===== src/rtl/wb_arbiter_pkg.sv =====
// wb_arbiter_pkg: shared widths, register constants and the writeback request type.
package wb_arbiter_pkg;
  localparam int XLEN = 64;
  localparam int REG_ADDR_W = 5;
  localparam int NUM_REGS = 32;
  localparam logic [REG_ADDR_W-1:0] REG_ZERO = 5'd0;
  typedef struct packed {
    logic [REG_ADDR_W-1:0] rd;
    logic [XLEN-1:0]       data;
  } wb_req_t;
endpackage


===== src/rtl/wb_scoreboard.sv =====
// wb_scoreboard: pending-write busy bits; with WB_BYPASS_EN a write clears its bit at the accepting edge.
module wb_scoreboard
  import wb_arbiter_pkg::*;
(
  input  logic                  clk,
  input  logic                  reset,
  input  logic                  set_en,
  input  logic [REG_ADDR_W-1:0] set_rd,
  input  logic                  acc_en,
  input  logic [REG_ADDR_W-1:0] acc_rd,
  output logic [NUM_REGS-1:0]   busy
);
  logic [NUM_REGS-1:0] set_mask, clr_mask;
  assign set_mask = (set_en && set_rd != REG_ZERO) ? NUM_REGS'(1) << set_rd : '0;
`ifdef WB_BYPASS_EN
  assign clr_mask = acc_en ? NUM_REGS'(1) << acc_rd : '0;
`else
  // Mirrors {wb_en, wb_addr}, so busy falls only once the register file holds the value.
  logic                  pend_en;
  logic [REG_ADDR_W-1:0] pend_rd;
  assign clr_mask = pend_en ? NUM_REGS'(1) << pend_rd : '0;
  always_ff @(posedge clk or negedge reset)
    if (!reset) begin
      pend_en <= 1'b0;
      pend_rd <= REG_ZERO;
    end else begin
      pend_en <= acc_en;
      pend_rd <= acc_rd;
    end
`endif
  // Set wins over clear: a newer producer for the same register is in flight.
  always_ff @(posedge clk or negedge reset)
    if (!reset) busy <= '0;
    else busy <= ((busy & ~clr_mask) | set_mask) & ~NUM_REGS'(1);
endmodule


===== src/rtl/wb_arbiter.sv =====
// wb_arbiter: MEM-priority writeback arbiter with ALU starvation guard and busy scoreboard.
// Optional WB_BYPASS_EN adds two bypass read ports and same-edge busy clear.
module wb_arbiter
  import wb_arbiter_pkg::*;
#(
  parameter int STARVE_LIMIT = 4
) (
  input  logic                  clk,
  input  logic                  reset,
  input  logic                  issue_en,
  input  logic [REG_ADDR_W-1:0] issue_rd,
  input  logic                  alu_valid,
  output logic                  alu_ready,
  input  logic [REG_ADDR_W-1:0] alu_rd,
  input  logic [XLEN-1:0]       alu_data,
  input  logic                  mem_valid,
  output logic                  mem_ready,
  input  logic [REG_ADDR_W-1:0] mem_rd,
  input  logic [XLEN-1:0]       mem_data,
`ifdef WB_BYPASS_EN
  input  logic [REG_ADDR_W-1:0] byp_addr1,
  input  logic [REG_ADDR_W-1:0] byp_addr2,
  output logic                  byp_hit1,
  output logic                  byp_hit2,
  output logic [XLEN-1:0]       byp_data1,
  output logic [XLEN-1:0]       byp_data2,
`endif
  output logic                  wb_en,
  output logic [REG_ADDR_W-1:0] wb_addr,
  output logic [XLEN-1:0]       wb_data,
  output logic [NUM_REGS-1:0]   busy
);
  localparam int SW = $clog2(STARVE_LIMIT + 1);
  logic [SW-1:0] starve_cnt;
  logic          starve_hit, xfer, acc_en;
  wb_req_t       alu_req, mem_req, win;
  assign alu_req = '{rd: alu_rd, data: alu_data};
  assign mem_req = '{rd: mem_rd, data: mem_data};
  always_comb begin
    starve_hit = starve_cnt == SW'(STARVE_LIMIT);
    alu_ready  = reset && alu_valid && (!mem_valid || starve_hit);
    mem_ready  = reset && mem_valid && !(alu_valid && starve_hit);
    xfer       = alu_ready || mem_ready;
    win        = alu_ready ? alu_req : mem_req;
    acc_en     = xfer && win.rd != REG_ZERO;
  end
  // The counter only advances while the ALU is losing, so it can never pass the limit.
  always_ff @(posedge clk or negedge reset)
    if (!reset) begin
      wb_en      <= 1'b0;
      wb_addr    <= REG_ZERO;
      wb_data    <= '0;
      starve_cnt <= '0;
    end else begin
      wb_en      <= acc_en;
      wb_addr    <= xfer ? win.rd : wb_addr;
      wb_data    <= xfer ? win.data : wb_data;
      starve_cnt <= (alu_ready || !alu_valid) ? '0 : starve_cnt + SW'(1);
    end
`ifdef WB_BYPASS_EN
  assign byp_hit1  = wb_en && wb_addr == byp_addr1 && byp_addr1 != REG_ZERO;
  assign byp_hit2  = wb_en && wb_addr == byp_addr2 && byp_addr2 != REG_ZERO;
  assign byp_data1 = wb_data;
  assign byp_data2 = wb_data;
`endif
  wb_scoreboard u_sb (
    .clk    (clk),
    .reset  (reset),
    .set_en (issue_en),
    .set_rd (issue_rd),
    .acc_en (acc_en),
    .acc_rd (win.rd),
    .busy   (busy)
  );
endmodule


===== config.mk =====
export PLATFORM = sky130hd
export DESIGN_NAME = wb_arbiter
export DESIGN_NICKNAME = d
export VERILOG_FILES = /design/src/rtl/wb_arbiter_pkg.sv /design/src/rtl/wb_scoreboard.sv /design/src/rtl/wb_arbiter.sv
export SDC_FILE = /design/constraint.sdc
export NUM_CORES = 1
export LEC_CHECK = 0
export CELL_PAD_IN_SITES_DETAIL_PLACEMENT = 1
export CELL_PAD_IN_SITES_GLOBAL_PLACEMENT = 1
export CORE_ASPECT_RATIO = 1.4
export CORE_MARGIN = 2
export CORE_UTILIZATION = 31
export CTS_BUF_LIST = sky130_fd_sc_hd__clkbuf_8
export DETAILED_ROUTE_END_ITERATION = 10
export GPL_TIMING_DRIVEN = 0
export PLACE_DENSITY_LB_ADDON = 0.1
export SLEW_MARGIN = 5
export SYNTH_ARGS = -nofsm -noshare
export SYNTH_HDL_FRONTEND = slang
export SYNTH_HIERARCHICAL = 1
export SYNTH_SLANG_ARGS = --single-unit

===== constraint.sdc =====
create_clock -name clk -period 1.9 [get_ports clk]
set_clock_uncertainty 0.1 [all_clocks]
set_input_delay 0.285 -clock clk [delete_from_list [all_inputs] [get_ports clk]]
set_output_delay 0.285 -clock clk [all_outputs]
set_load 0.1 [all_outputs]

==> impl_metrics.toml, run 1 <==
[timing]
period_needed_ns = 2.13
rsz0062_at_grt = "yes"
setup_viol = 2
timing.final.hold_violations = 55
timing.hold.ws_ns = -0.287
setup_ws_ns = -0.234
tightest_slew_ns = 0.582
timing.fmax_ghz = 0.469
post-route-period-util = 1.12
slew_headroom = 0.614
final_max_slew_viol_count = 0

[drt]
ant_nets = 0
routed_via_density = 5.16
drt-total-wl_um = 18000
drtIter0Drc = 182
drc = 0
avgRoutedWirePerCell_um = 20.4
firstDrtPassIters = 4
via_count = 4556

[outcome]
status = "finished with violations"
violations = "hold timing, setup timing"

[global_route]
grt_pass1_vias = 5178
grt_remaining_overflow = 0
antenna_found_initial = 0
grt_first_pass_wirelength_um = 28600
track_usage = 0.213
grt_max_degree = 61

[setup_path]
crit_path_start_kind = "register"
critical_path.max_fanout = 3
required_ns = 1.51
path_cells = "inv_2 > ha_4 > buf_6 > nand3_2 > nand3_2 > buf_6 > buf_8 > clkinvlp_4 > buf_12"
slowest_delay_ns = 0.38
endpoint_kind = "primary output"
cp_slowest_cell = "dfrtp_1"
worst_ep_arrival_time_ns = 1.75
critPathTopFamily = "buffers and inverters"
path_buf_inv = 6
crit_type = "reg -> out"

[floorplan]
io_pins = 252
core_sq_um = 15500
die_x_um = 111
num_rows = 54
dieArea_sq_um = 16900
dieHeight_um = 153
initial_core_util = 0.317

[power_and_ir_drop]
p_per_area_nw_per_um2 = 1140
leakage_uw = 0.00324
irDropWorstVdd_uv = 904
p_total_uw = 9360

[synth]
synth_mux_area_frac = 0
synth_nets = 563
synth_edf_count = 0
yosysWarnings = 6
synthSimpleGateAreaFrac = 0.142
synth_ff_type = "dfrtp_1"
synth_top_family_by_area = "compound AO/OA/AOI/OAI gates"
synth_compound_area_frac = 0.247
synth_cell_types = 36
yosys.area_share.xor_xnor = 0.00178
synthAdderAreaFrac = 0.00508
ys_ff_latch = 110
async_flop_share = 1.00
syn_inst = 413
synth-seq-area-share = 0.559
synth_area_sq_um = 4920
avgSynthCellArea_sq_um = 11.9

[flow_run]
drv_cap = 0

[placed_design]
io_buffer_count = 249
place_inst = 859
placed_area_sq_um = 7710
post-dp-hpwl_um = 13600
pre_cts_slack_ns = -1.41
gp_congestion = 0.828

[clock_network]
clk_latency_ns = 0.38
tritoncts = "yes"
clock_sinks = 110
clockBufferDepth = 2
cts.clk_slew.worst_paths_ns = 0.11
h-tree-depth = 3
numCtsBuffers = 9
cts-root-buf = "clkbuf_8"

[cells_and_area]
drive_gt1_frac = 0.341
nFillCells = 1667
syn_to_final_growth_pct = 67.1
final_common_cell = "clkdlybuf4s50_1"
final_cells = 883
final_area_sq_um = 8230
final_nets = 832
n_antenna_cell = 0
layout_common_cells = "144 x clkdlybuf4s50_1, 110 x dfrtp_1, 101 x clkdlybuf4s15_2"

[min_path]
min_path_type = "in -> async"
[stage by stage]
stage,utilization,setup TNS (ns)
6_report,0.529,-0.400
5_1_grt,0.529,-0.595
4_1_cts,0.528,-0.552
3_5_place_dp,0.496,-36.04
3_3_place_gp,0.495,-866.02
2_1_floorplan,-,-0.102
[registers in the layout, summed over array words and instances, names as in the netlist]
signal,cells
u_sb/pend_en,1
starve_cnt,3
wb_addr,5
u_sb/busy,31
wb_en,1
u_sb/pend_rd,5
wb_data,64
[worst reg2reg max path: cells and delay by family, from the launching register on]
family          cells  cell delay (ns)
simple gates        2             0.15
compound gates      1             0.24
buf+inv             5             0.67
fa+ha+maj           1             0.16
flops               1             0.38
[final timing paths]
kind	startpoint	endpoint	slack, ns	cells after the start
min	reset	u_sb/busy[6]$_DFF_PN0_	-0.29	1
max	starve_cnt[1]$_DFF_PN0_	mem_ready	-0.23	9
max reg2reg	starve_cnt[1]$_DFF_PN0_	wb_data[11]$_DFFE_PN0P_	0.10	9
min reg2reg	wb_addr[0]$_DFFE_PN0P_	wb_addr[0]$_DFFE_PN0P_	0.42	2
min in group clk	alu_valid	starve_cnt[1]$_DFF_PN0_	0.20	2
max in group asynchronous	reset	wb_data[57]$_DFFE_PN0P_	1.34	2
[Yosys cell counts, types with 2 or more instances]
cell type	count	area, sq um
inv_1	11	41.3
nand3_1	5	25.0
o221a_2	64	721
or3_2	2	15.0
buf_6	8	90.1
o211ai_1	5	37.5
buf_2	7	35.0
nand2b_1	68	425
nand2_1	10	37.5
nand3b_1	5	37.5
nand4b_1	3	26.3
nor2_1	2	7.51
nand4bb_1	2	22.5
or2_2	3	18.8
and3_1	3	18.8
buf_4	2	15.0
o21ai_0	61	305
ha_1	2	25.0
o211ai_2	5	62.6
o21ai_1	11	55.1
dfrtp_1	110	2750
clkbuf_1	10	37.5
[cell families after synthesis]
group,count (synthesis)
AOI/OAI and AO/OA,150
xor gates and xnor gates,1
adders and majority gates,2
buffers and inverters,38
DFF,110
other,1
and+or+nand+nor,111
[power by group]
part           total (uW)  internal [uW]  switching, uW
Combinational        4800           1220           3580
Sequential           2970           2740            231
Clock                1600            748            852
[routing by layer]
metal / vias to the layer above / track usage / routed length (um)
met5: - / 0 / 0
met4: 0 / 0.0702 / 392
met3: 27 / 0.0500 / 930
met2: 158 / 0.409 / 10000
met1: 2276 / 0.227 / 6710
li1: 2095 / - / -
[area by class of cell]
type | count | area [sq um] | area share
clock buffers | 9 | 124 | 0.0151
clock inverters | 7 | 98.8 | 0.0120
repair buffers | 261 | 2760 | 0.336
plain buffers | 24 | 206 | 0.0251
inverters | 11 | 48.8 | 0.00593
well taps | 196 | 245 | 0.0298
flip-flops and latches | 110 | 2750 | 0.335
multi-input cells | 265 | 1990 | 0.242
[repair_timing]
item                       4_1_cts  5_1_grt
buffers inserted                 9        2
setup endpoints to repair      154       68
pin swaps                        2        2
hold endpoints to repair        55       55
resized for setup              335       19
No activity file was read; power rests on OpenSTA's default activity.
==> inputs of run 2 (changes only) <==
Settings changed: CELL_PAD_IN_SITES_DETAIL_PLACEMENT 1 to unset, CELL_PAD_IN_SITES_GLOBAL_PLACEMENT 1 to unset, CORE_UTILIZATION 31 to 40, CTS_BUF_LIST sky130_fd_sc_hd__clkbuf_8 to unset, PLACE_DENSITY set to 0.81, PLACE_DENSITY_LB_ADDON 0.1 to unset.
==> run 2 against run 1 <==
The flow finishes with violations (setup timing). Critical path depth down 1. Clock-buffer cell count up 1. Non-clock buffer count is 4 higher. Cell count down 5.1%. Utilization increased by 17 points. Global-route usage up 4.2 points. Sequential cell count stayed put. Hold slack improved by 0.54 ns. Sequential share of layout area shrank 0.52 points. Via count increased by 4.6%. Combinational power grew 0.8%. Largest cell class unchanged. Highest routed layer unchanged.
==> impl_metrics.toml, run 2 (synthesized netlist as in run 1, its figures left out) <==
[power_and_ir_drop]
p_total_uw = 9880
leakage_uw = 0.00332
combPwrFrac = 0.490
p_per_area_nw_per_um2 = 1180
clockPowerShare = 0.209
irDropWorstVdd_uv = 589
internal_power_uw = 5170
p_seq_frac = 0.301
netSwitchingFraction = 0.477
switchingPower_uw = 4710

[min_path]
hold_path.startpoint = "issue_rd[2]"
hold_depth = 4
min_path_type = "in -> reg"
holdPathEnd = "u_sb/busy[30]$_DFF_PN0_"

[floorplan]
core_sq_um = 11900
die_x_um = 97.8
io_pins = 252
dieArea_sq_um = 13200
num_rows = 47
dieHeight_um = 135
initial_core_util = 0.412

[setup_path]
path_cells = "inv_2 > ha_4 > buf_6 > nand3_4 > nand3_4 > buf_8 > clkinvlp_4 > buf_12"
required_ns = 1.51
crit_type = "reg -> out"
rr_worst_depth = 9
crit_path_start_kind = "register"
r2r_start = "starve_cnt[0]$_DFF_PN0_"
cp_slowest_cell = "dfrtp_1"
critPathTopFamily = "buffers and inverters"
worst_ep_arrival_time_ns = 1.57
endpoint_kind = "primary output"
path_buf_inv = 5
slowest_delay_ns = 0.40
worstSetupStartpoint = "starve_cnt[1]$_DFF_PN0_"
r2r_slack_ns = 0.08
path_common_cell = "nand3_4"
reg2reg_to = "wb_data[4]$_DFFE_PN0P_"
critical_path.max_fanout = 2

[clock_network]
clockBufferDepth = 2
clock_sinks = 110
numCtsBuffers = 9
h-tree-depth = 3
clk_latency_ns = 0.34
tritoncts = "yes"
cts.clk_slew.worst_paths_ns = 0.07
cts-root-buf = "clkbuf_16"

[timing]
final_max_slew_viol_count = 0
timing.final.hold_violations = 0
tightest_slew_ns = 0.985
rsz0062_at_grt = "yes"
timing.fmax_ghz = 0.510
setup_tns_ns = -0.0841
post-route-period-util = 1.03
period_needed_ns = 1.96
setup_viol = 2
slew_headroom = 0.341
setup_ws_ns = -0.0591

[cells_and_area]
final_cells = 838
largest_register_ffs = 64
nFillCells = 833
final_util = 0.700
layout_common_cells = "144 x clkdlybuf4s50_1, 110 x dfrtp_1, 101 x clkdlybuf4s15_2"
reg_top3 = "wb_data (64), u_sb/busy (31)"
drive_gt1_frac = 0.340
final_common_cell = "clkdlybuf4s50_1"
n_antenna_cell = 0
final_nets = 836
regMostFlops = "wb_data"
syn_to_final_growth_pct = 69.7

[drt]
dr_wl_met2_um = 9310
via_count = 4766
ant_nets = 0
met1_length_um = 6410
avgRoutedWirePerCell_um = 20.8
drt-total-wl_um = 17500
firstDrtPassIters = 5
topRoutingLayerUsed = "met4"
drc = 0
drtIter0Drc = 243
routed_via_density = 5.69
dr_wl_met3_um = 1120

[global_route]
grt_remaining_overflow = 0
antenna_found_initial = 0
track_usage = 0.255
grt_first_pass_wirelength_um = 26400
grt_pass1_vias = 5010
grt_max_degree = 49

[placed_design]
gp_congestion = 0.943
io_buffer_count = 249
place_inst = 810
post-dp-hpwl_um = 12700
pre_cts_slack_ns = -1.52

[outcome]
status = "finished with violations"
violations = "setup timing"

[flow_run]
drv_cap = 0
[run 2: changes by cell type in the layout (fill, tap and decap cells not counted), moves of 2 or more]
cell and delta:
clkbuf_8 -8, nand3_2 -2, nand3_4 +2, buf_4 +3
dlygate4sd3_1 +3, buf_6 -4, clkbuf_16 +10
[run 2: metal layers]
metal / vias to the layer above / GRT usage
li1: 2103 / -
met1: 2342 / 0.286
met2: 274 / 0.472
met3: 47 / 0.0459
met4: 0 / 0.113
met5: - / 0
[run 2: power groups by stage]
| stage | sequential, uW | combinational [uW] | clock (uW) |
|---|---|---|---|
| final | 2970 | 4840 | 2060 |
| after CTS | 2970 | 4820 | 2100 |
| after detailed placement | 3000 | 4880 | 0 |
| after floorplan | 5800 | 637 | 0 |
| after global placement | 2980 | 4810 | 0 |
| after global routing | 3020 | 4980 | 2200 |
[run 2: final cells by class]
type                       count  area (sq um)  area share
timing repair buffer         267          2870       0.344
multi-input combinational    265          2010       0.240
inverter                      11          48.8     0.00584
clock inverter                 6          93.8      0.0112
tap                          147           184      0.0220
buffer                        22           160      0.0192
sequential                   110          2750       0.329
clock buffer                  10           239      0.0286
[run 2: what timing repair did]
item | 4_1_cts | 5_1_grt
hold endpoints to repair | 63 | 39
buffers inserted | 8 | 2
gates resized for setup | 337 | 12
pin swaps | 3 | 4
gates cloned | 1 | 1
endpoints found under the setup margin | 167 | 62
[run 2: worst reg2reg max path: stages, from the launching register on]
cell and delay (ns):
dfrtp_1 0.37, inv_2 0.06, ha_4 0.16, buf_6 0.11, nand3_4 0.07, nand3_4 0.08
buf_4 0.15, buf_4 0.17, buf_4 0.19, o221a_2 0.26
[run 2: metrics by stage]
step	cell area (sq um)	hold slack [ns]
floorplan	4950	-0.111
global placement	7620	0.389
detailed placement	7650	0.0426
CTS	8270	-0.324
global route	8360	0.279
finish	8360	0.257
[run 2: worst max-delay path by stage]
stage,endpoint,depth (start not counted)
CTS,alu_ready,8
floorplan,alu_ready,8
detailed placement,alu_ready,9
global route,mem_ready,8
finish,mem_ready,8
global placement,alu_ready,8
==> inputs of run 3 (changes only) <==
Settings changed: RECOVER_POWER set to 50.
==> run 3 against run 2 <==
The run still ends with setup timing left. Sequential share of layout area is 0.22 points higher. Wire length is 0.51% lower. Clock power hardly changed. Critical path depth stayed put. Register-to-register slack hardly changed. Sequential cell count stayed put. First-iteration DRC count is 4.1% higher. Global-route usage stayed put. Critical endpoint unchanged.
==> impl_metrics.toml, run 3 (synthesized netlist as in run 1, its figures left out) <==
[clock_network]
h-tree-depth = 3
numCtsBuffers = 9
clk_latency_ns = 0.34
clock_sinks = 110
cts-root-buf = "clkbuf_16"
clockBufferDepth = 2
tritoncts = "yes"
cts.clk_slew.worst_paths_ns = 0.07

[cells_and_area]
area.sequential_sq_um = 2750
final_common_cell = "clkdlybuf4s50_1"
regMostFlops = "wb_data"
nFillCells = 841
final_area_sq_um = 8300
syn_to_final_growth_pct = 68.6
final_cells = 838
final_nets = 836
multi_input_area_sq_um = 2000
n_antenna_cell = 0
largest_register_ffs = 64
drive_gt1_frac = 0.337
reg_top3 = "wb_data (64), u_sb/busy (31)"
layout_common_cells = "141 x clkdlybuf4s50_1, 110 x dfrtp_1, 101 x clkdlybuf4s15_2"

[global_route]
grt_remaining_overflow = 0
grt_first_pass_wirelength_um = 26400
grt_pass1_vias = 5010
track_usage = 0.255
grt_max_degree = 49
antenna_found_initial = 0

[drt]
via_count = 4759
drc = 0
drt-total-wl_um = 17400
routed_via_density = 5.68
drtIter0Drc = 253
ant_nets = 0
firstDrtPassIters = 7
avgRoutedWirePerCell_um = 20.7

[timing]
post-route-period-util = 1.03
slew_headroom = 0.342
final_max_slew_viol_count = 0
setup_ws_ns = -0.0562
timing.final.hold_violations = 0
setup_tns_ns = -0.0819
rsz0062_at_grt = "yes"
period_needed_ns = 1.96
tightest_slew_ns = 0.984
timing.fmax_ghz = 0.511
setup_viol = 2

[min_path]
min_path_type = "in -> reg"

[placed_design]
io_buffer_count = 249
gp_congestion = 0.943
placed_area_sq_um = 7650
place_inst = 810
post-dp-hpwl_um = 12700

[setup_path]
critical_path.max_fanout = 2
crit_path_start_kind = "register"
required_ns = 1.51
worstSetupStartpoint = "starve_cnt[1]$_DFF_PN0_"
reg2reg_to = "wb_data[4]$_DFFE_PN0P_"
endpoint_kind = "primary output"
crit_type = "reg -> out"
r2r_slack_ns = 0.08
rr_worst_depth = 9
endpoint = "mem_ready"
worst_ep_arrival_time_ns = 1.57
r2r_start = "starve_cnt[0]$_DFF_PN0_"

[power_and_ir_drop]
irDropWorstVdd_uv = 589
leakage_uw = 0.00329
p_per_area_nw_per_um2 = 1190

[flow_run]
drv_cap = 0

[outcome]
status = "finished with violations"
violations = "setup timing"

[floorplan]
core_sq_um = 11900
dieArea_sq_um = 13200
die_x_um = 97.8
io_pins = 252
dieHeight_um = 135
initial_core_util = 0.412
num_rows = 47
==> run 3: worst min-delay path by stage <==
stage	from	end	slack (ns)	cells after the start
2_1_floorplan	reset	starve_cnt[0]$_DFF_PN0_	-0.11	0
3_3_place_gp	wb_addr[2]$_DFFE_PN0P_	wb_addr[2]$_DFFE_PN0P_	0.39	2
3_5_place_dp	reset	u_sb/busy[11]$_DFF_PN0_	0.04	1
4_1_cts	reset	u_sb/busy[11]$_DFF_PN0_	-0.32	1
5_1_grt	issue_rd[2]	u_sb/busy[23]$_DFF_PN0_	0.28	3
6_report	issue_rd[2]	u_sb/busy[30]$_DFF_PN0_	0.26	4
==> run 3: repair_timing <==
| action | 4_1_cts | 5_1_grt |
|---|---|---|
| buffers inserted | 8 | 2 |
| pin swaps | 3 | 4 |
| setup endpoints to repair | 167 | 62 |
| gates cloned | 1 | 1 |
| hold endpoints to repair | 63 | 39 |
| resized for setup | 337 | 12 |
==> run 3: area by class of cell <==
class | instances | area share
plain buffers | 22 | 0.0193
clock inverters | 6 | 0.0113
multi-input cells | 265 | 0.241
clock buffers | 10 | 0.0288
flip-flops and latches | 110 | 0.332
repair buffers | 267 | 0.340
well taps | 147 | 0.0222
inverters | 11 | 0.00588
==> run 3: report_power, final <==
| group | internal (uW) | total (uW) | switching (uW) |
|---|---|---|---|
| clock network | 1200 | 2060 | 861 |
| registers | 2740 | 2970 | 233 |
| logic | 1210 | 4820 | 3600 |
==> run 3: metrics by stage <==
step                      power [uW]  setup WS, ns   util  hold WS, ns
after floorplan                 6440        -0.102      -       -0.111
after global placement          7790         -5.35  0.639        0.389
after detailed placement        7870         -1.52  0.641       0.0426
after CTS                       9880        -0.252  0.692       -0.324
after global routing           10200        -0.144  0.695        0.281
final                           9850       -0.0562  0.695        0.263
==> run 3: per-layer routing <==
metal  GRT usage  up-vias  part of all wire
met5           0        -                 0
met4       0.113        0             0.036
met3      0.0459       44             0.066
met2       0.472      264              0.53
met1       0.286     2346              0.36
li1            -     2105                 -
==> run 3: worst max-delay path, stage by stage, from the launching register on <==
cell	delay, ns
dfrtp_1	0.39
inv_2	0.07
ha_4	0.14
buf_6	0.10
nand3_4	0.07
nand3_4	0.09
buf_8	0.11
clkinvlp_4	0.08
buf_12	0.17
